## config.mk

```make
export PLATFORM = sky130hd
export DESIGN_NAME = eth_tx_sched
export DESIGN_NICKNAME = d
export VERILOG_FILES = /design/src/rtl/eth_tx_sched.sv
export SDC_FILE = /design/constraint.sdc
export NUM_CORES = 1
export LEC_CHECK = 0
export BUFFER_PORTS_ARGS = -buffer_cell sky130_fd_sc_hd__buf_2
export CORE_MARGIN = 2
export CORE_UTILIZATION = 35
export DETAILED_ROUTE_END_ITERATION = 8
export GPL_TIMING_DRIVEN = 0
export PLACE_DENSITY = 0.6
export SYNTH_ARGS = -nofsm -noshare
export SYNTH_HDL_FRONTEND = slang
export SYNTH_SLANG_ARGS = --single-unit
```

## constraint.sdc

```tcl
create_clock -name clk -period 4.15 [get_ports clk]
set_clock_uncertainty 0.05 [all_clocks]
set_input_delay 0.6225 -clock clk [delete_from_list [all_inputs] [get_ports clk]]
set_output_delay 0.6225 -clock clk [all_outputs]
set_load 0.02 [all_outputs]
```

## src/rtl/eth_tx_sched.sv

```systemverilog
// Round-robin scheduler sharing one 10BASE-T transmitter among NREQ sources.
// Times each frame from its length (preamble, data, CRC) and enforces the IPG.
module eth_tx_sched #(
  parameter int unsigned NREQ       = 4,
  parameter int unsigned LEN_W      = 11,
  parameter int unsigned MIN_LEN    = 60,
  parameter int unsigned MAX_LEN    = 1514,
  parameter int unsigned IPG_CYCLES = 192
) (
  input  logic                      clk,
  input  logic                      rst,
  input  logic [NREQ-1:0]           req,
  input  logic [NREQ*LEN_W-1:0]     req_len,
  output logic [NREQ-1:0]           gnt,
  output logic [NREQ-1:0]           done,
  output logic [NREQ-1:0]           err_len,
  output logic                      start,
  output logic [LEN_W-1:0]          tx_len,
  output logic [$clog2(NREQ)-1:0]   tx_sel,
  output logic                      busy
);

  localparam int unsigned     SEL_W    = $clog2(NREQ);
  localparam logic [LEN_W-1:0] MIN_L   = LEN_W'(MIN_LEN);
  localparam logic [LEN_W-1:0] MAX_L   = LEN_W'(MAX_LEN);
  localparam logic [15:0]     IPG_LOAD = 16'(IPG_CYCLES - 1);

  typedef enum logic [1:0] {
    IDLE,
    START,
    TX,
    GAP
  } state_t;

  state_t           state;
  state_t           state_next;
  logic [15:0]      cnt;
  logic             cnt_zero;
  logic [SEL_W-1:0] ptr;
  logic [SEL_W-1:0] win;
  logic [SEL_W-1:0] idx;
  logic             win_valid;
  logic [LEN_W-1:0] win_len;
  logic             win_bad;
  logic [LEN_W-1:0] eff_len;
  logic [15:0]      tx_load;

  function automatic logic [SEL_W-1:0] wrap_inc(input logic [SEL_W-1:0] w);
    return (32'(w) == NREQ - 1) ? '0 : w + 1'b1;
  endfunction

  // First requester found scanning upward from ptr, wrapping mod NREQ.
  always_comb begin
    win       = '0;
    win_valid = 1'b0;
    idx       = '0;
    for (int unsigned i = 0; i < NREQ; i++) begin
      idx = SEL_W'((32'(ptr) + i) % NREQ);
      if (!win_valid && req[idx]) begin
        win       = idx;
        win_valid = 1'b1;
      end
    end
  end

  always_comb begin
    win_len = '0;
    for (int unsigned i = 0; i < NREQ; i++) begin
      if (win == SEL_W'(i)) begin
        win_len = req_len[i*LEN_W +: LEN_W];
      end
    end
  end

  assign win_bad  = (win_len > MAX_L);
  assign eff_len  = (win_len < MIN_L) ? MIN_L : win_len;
  assign cnt_zero = (cnt == '0);

  // D = 16*(8+len)+64 cycles of grant; START consumes one, TX ends on cnt==0.
  assign tx_load = (((16'(tx_len) + 16'd8) << 4) + 16'd64) - 16'd2;

  always_ff @(posedge clk) begin
    if (rst) begin
      state <= IDLE;
    end else begin
      state <= state_next;
    end
  end

  always_comb begin
    state_next = state;
    unique case (state)
      IDLE:  if (win_valid && !win_bad) state_next = START;
      START: state_next = TX;
      TX:    if (cnt_zero) state_next = GAP;
      GAP:   if (cnt_zero) state_next = IDLE;
      default: state_next = IDLE;
    endcase
  end

  always_comb begin
    gnt   = '0;
    start = (state == START);
    busy  = (state != IDLE);
    if (state == START || state == TX) begin
      gnt[tx_sel] = 1'b1;
    end
  end

  always_ff @(posedge clk) begin
    if (rst) begin
      cnt     <= '0;
      ptr     <= '0;
      tx_sel  <= '0;
      tx_len  <= '0;
      done    <= '0;
      err_len <= '0;
    end else begin
      done    <= '0;
      err_len <= '0;
      unique case (state)
        IDLE: begin
          if (win_valid) begin
            if (win_bad) begin
              err_len[win] <= 1'b1;
              ptr          <= wrap_inc(win);
            end else begin
              tx_sel <= win;
              tx_len <= eff_len;
            end
          end
        end
        START: cnt <= tx_load;
        TX: begin
          if (cnt_zero) begin
            done[tx_sel] <= 1'b1;
            cnt          <= IPG_LOAD;
            ptr          <= wrap_inc(tx_sel);
          end else begin
            cnt <= cnt - 16'd1;
          end
        end
        GAP: begin
          if (!cnt_zero) begin
            cnt <= cnt - 16'd1;
          end
        end
        default: cnt <= '0;
      endcase
    end
  end

endmodule
```

==> insert_results.sql <==
INSERT INTO impl_metrics (metric_group, metric, value, unit) VALUES
('timing', 'slew_viol_final', '0', ''),
('logic_synthesis', 'number_of_distinct_library_cells_after_synthesis', '65', ''),
('routing', 'avgRoutedWirePerCell', '15.2', 'µm'),
('power', 'pwr_density_cell', '781', 'mW/mm²'),
('power', 'power.net_switching', '1.46', 'mW'),
('global_route', 'pin_count_of_the_biggest_net_entering_global_routing', '13', ''),
('die', 'pin_count', '77', ''),
('die', 'initial_utilization', '35.7', '%'),
('clock_network', 'post-cts-setup-buffers', '0', ''),
('timing', 'min_period', '3870', 'ps'),
('timing', 'min_period_over_period', '93.1', '%'),
('critical_path', 'critical_path.startpoint_type', 'input port', ''),
('die', 'floorplan.die.height', '97.6', 'µm'),
('flow_run', 'maxCapViolCount', '0', ''),
('logic_synthesis', 'syn_area_per_cell', '7.76', 'µm²'),
('timing', 'finalHoldWorstSlack', '460', 'ps'),
('placed_design', 'place.gp.congestion', '0.923', ''),
('routing', 'drt-initial-drc-count', '101', ''),
('clock_network', 'cts.root.buffer_cell', 'sky130_fd_sc_hd__clkbuf_8', ''),
('clock_network', 'cts-buffers-inserted', '5', ''),
('timing', 'number_of_endpoints_failing_setup_at_the_final_stage', '0', ''),
('critical_path', 'critPathRequiredTime', '4300', 'ps'),
('power', 'pwr-share-clk', '11.7', '%'),
('cells_and_area', 'final_layout_size_suffix_gt1_share', '21.5', '%'),
('power', 'share_seq_of_total_power', '23.6', '%'),
('clock_network', 'tritoncts_clock_tree', 'built', ''),
('logic_synthesis', 'net_count_after_synthesis', '462', ''),
('routing', 'drc_errors', '0', ''),
('clock_network', 'htree_num_levels', '2', ''),
('hold_path', 'worst_hold_path_type', 'reg2reg', ''),
('status', 'run_status', 'complete, no violations', ''),
('placed_design', 'detailedPlacementHpwl', '7.07', 'mm'),
('cells_and_area', 'layout.cells.most_common_list', 'sky130_fd_sc_hd__buf_2 (78), sky130_fd_sc_hd__dfxtp_1 (41), sky130_fd_sc_hd__nor2_1 (36)', ''),
('timing', 'total_count_of_hold_check_failures_in_the_final_report', '0', ''),
('clock_network', 'cts_buffer_depth', '2', ''),
('cells_and_area', 'layout.cells.most_common', 'sky130_fd_sc_hd__buf_2', ''),
('logic_synthesis', 'ys_seq_area_share', '26.8', '%'),
('clock_network', 'cts_num_sinks', '41', ''),
('global_route', 'vias_in_the_first_global_route', '3239', ''),
('cells_and_area', 'area_growth_syn_to_layout', '20.6', '%'),
('critical_path', 'critical_path.endpoint_type', 'flip-flop', ''),
('placed_design', 'dpl_cell_area', '0.00358', 'mm²'),
('die', 'fp.dieW', '97.6', 'µm'),
('timing', 'grt_setup_unrepaired', 'no', ''),
('logic_synthesis', 'netlist_instances', '395', ''),
('timing', 'setup-tns-final', '0', 'ps'),
('routing', 'drt.antenna.violating_nets', '0', ''),
('die', 'die_area', '0.00952', 'mm²'),
('timing', 'max_freq', '259', 'MHz'),
('critical_path', 'cp_max_fo', '9', ''),
('cells_and_area', 'layout.nets', '545', ''),
('power', 'power.ir.vdd_worst', '0.306', 'mV'),
('logic_synthesis', 'synth.yosys.warnings', '0', ''),
('power', 'power.static_leakage', '1.55', 'nW'),
('routing', 'routed-via-count', '3277', ''),
('power', 'share_of_total_power_consumed_by_net_switching', '50.7', '%'),
('global_route', 'grt_first_pass_wirelength', '15.2', 'mm'),
('power', 'p_comb_share', '64.7', '%'),
('global_route', 'antenna_found_initial', '0', ''),
('die', 'placeableCoreArea', '0.00859', 'mm²'),
('critical_path', 'crit_arrival', '4010', 'ps'),
('cells_and_area', 'antenna_cells_inserted', '0', ''),
('clock_network', 'cts_hold_buffers', '0', ''),
('power', 'internal_power', '1.42', 'mW'),
('global_route', 'track_usage', '19.0', '%'),
('logic_synthesis', 'postSynth.topFlopCell', 'sky130_fd_sc_hd__dfxtp_1', ''),
('logic_synthesis', 'synth_enable_flop_cells', '0', ''),
('logic_synthesis', 'post_synthesis_cell_area', '0.00307', 'mm²'),
('routing', 'drtPass1Iterations', '4', ''),
('clock_network', 'worstSkewPairLatency', '300', 'ps'),
('logic_synthesis', 'async_set_or_reset_register_ratio_after_synthesis', '0', '%');
-- layer usage --
metal  up-vias  part of all wire, %  track usage [%]
met5         -                    0                0
met4         0                  1.5             5.66
met3        12                  5.1             3.17
met2       108                   49             34.1
met1      1509                   45             23.1
li1       1648                    -                -
-- final cells by class --
| cell class | instances | area (µm²) |
|---|---|---|
| sequential | 41 | 821 |
| inverter | 24 | 90.1 |
| clock inverter | 1 | 30.0 |
| clock buffer | 7 | 86.3 |
| timing repair buffer | 76 | 380 |
| buffer | 18 | 77.6 |
| multi-input combinational | 312 | 2080 |
| tap | 108 | 135 |
| fill | 894 | 4900 |
-- through the flow --
step | instances | setup WS, ps | util, %
2_1_floorplan | 395 | 690 | -
3_3_place_gp | 579 | 70.7 | 41.7
3_5_place_dp | 579 | 5.07 | 41.7
4_1_cts | 587 | 302 | 43.0
5_1_grt | 587 | 19.6 | 43.0
6_report | 587 | 284 | 43.0
-- path summary, 6_finish.rpt --
path,to,depth (start not counted),slack [ps],startpoint
setup reg to reg,tx_len[5],13,480,ptr[0]
hold reg to reg,cnt[1],2,460,cnt[1]
setup / recovery,tx_len[5],15,280,req[0]
hold / removal,cnt[1],2,460,cnt[1]
-- Yosys cell counts, types with 4 or more instances --
master / count / share of area [%]
sky130_fd_sc_hd__o32ai_1: 4 / 1.1
sky130_fd_sc_hd__dfxtp_1: 41 / 27
sky130_fd_sc_hd__a221o_1: 4 / 1.3
sky130_fd_sc_hd__and3_1: 6 / 1.2
sky130_fd_sc_hd__nand3_1: 15 / 2.4
sky130_fd_sc_hd__xnor2_1: 10 / 2.9
sky130_fd_sc_hd__a311oi_1: 6 / 1.7
sky130_fd_sc_hd__or4_1: 4 / 0.98
sky130_fd_sc_hd__nor3_1: 10 / 1.6
sky130_fd_sc_hd__and2_1: 10 / 2.0
sky130_fd_sc_hd__nor2_1: 36 / 4.4
sky130_fd_sc_hd__nor2b_1: 6 / 1.2
sky130_fd_sc_hd__nand2_1: 26 / 3.2
sky130_fd_sc_hd__nand2b_1: 7 / 1.4
sky130_fd_sc_hd__a21oi_1: 32 / 5.2
sky130_fd_sc_hd__a22oi_1: 5 / 1.2
sky130_fd_sc_hd__ha_1: 17 / 6.9
sky130_fd_sc_hd__inv_1: 24 / 2.9
sky130_fd_sc_hd__a221oi_1: 7 / 2.0
sky130_fd_sc_hd__o22ai_1: 10 / 2.0
sky130_fd_sc_hd__clkbuf_1: 14 / 1.7
sky130_fd_sc_hd__o21ai_0: 28 / 4.6
sky130_fd_sc_hd__o211ai_1: 5 / 1.2
-- power by group through the flow --
stage | clock network, mW | registers [mW] | logic [mW]
after floorplan | 0 | 0.716 | 1.33
after global placement | 0 | 0.687 | 1.83
after detailed placement | 0 | 0.691 | 1.85
after CTS | 0.344 | 0.683 | 1.86
after global routing | 0.358 | 0.707 | 2.09
final | 0.337 | 0.683 | 1.87
-- state kept, by name, summed over array words and instances, names as in the netlist --
register  cells
cnt          16
done          4
err_len       4
ptr           2
state         2
tx_len       11
tx_sel        2
-- critical path, cell delays in order --
cell                       delay (ps)
sky130_fd_sc_hd__buf_2            120
sky130_fd_sc_hd__nor2b_1          130
sky130_fd_sc_hd__a21oi_1          130
sky130_fd_sc_hd__o22ai_1          100
sky130_fd_sc_hd__a21oi_1          390
sky130_fd_sc_hd__inv_1            120
sky130_fd_sc_hd__ha_1             330
sky130_fd_sc_hd__nor2b_1          180
sky130_fd_sc_hd__buf_4            160
sky130_fd_sc_hd__a221o_1          310
sky130_fd_sc_hd__a22oi_2          240
sky130_fd_sc_hd__o21ai_2          150
sky130_fd_sc_hd__o211ai_1         600
sky130_fd_sc_hd__a21oi_1          140
sky130_fd_sc_hd__a311oi_1         280
-- logic make-up after synthesis --
kind of cell / synth area share [%]
and+or+nand+nor: 25.6
AOI/OAI and AO/OA: 31.2
buffers and inverters: 5.47
DFF: 26.8
adders and majority gates: 6.94
xor gates and xnor gates: 3.71
muxes: 0.327
Note: power is estimated with default switching activity, not from simulation.
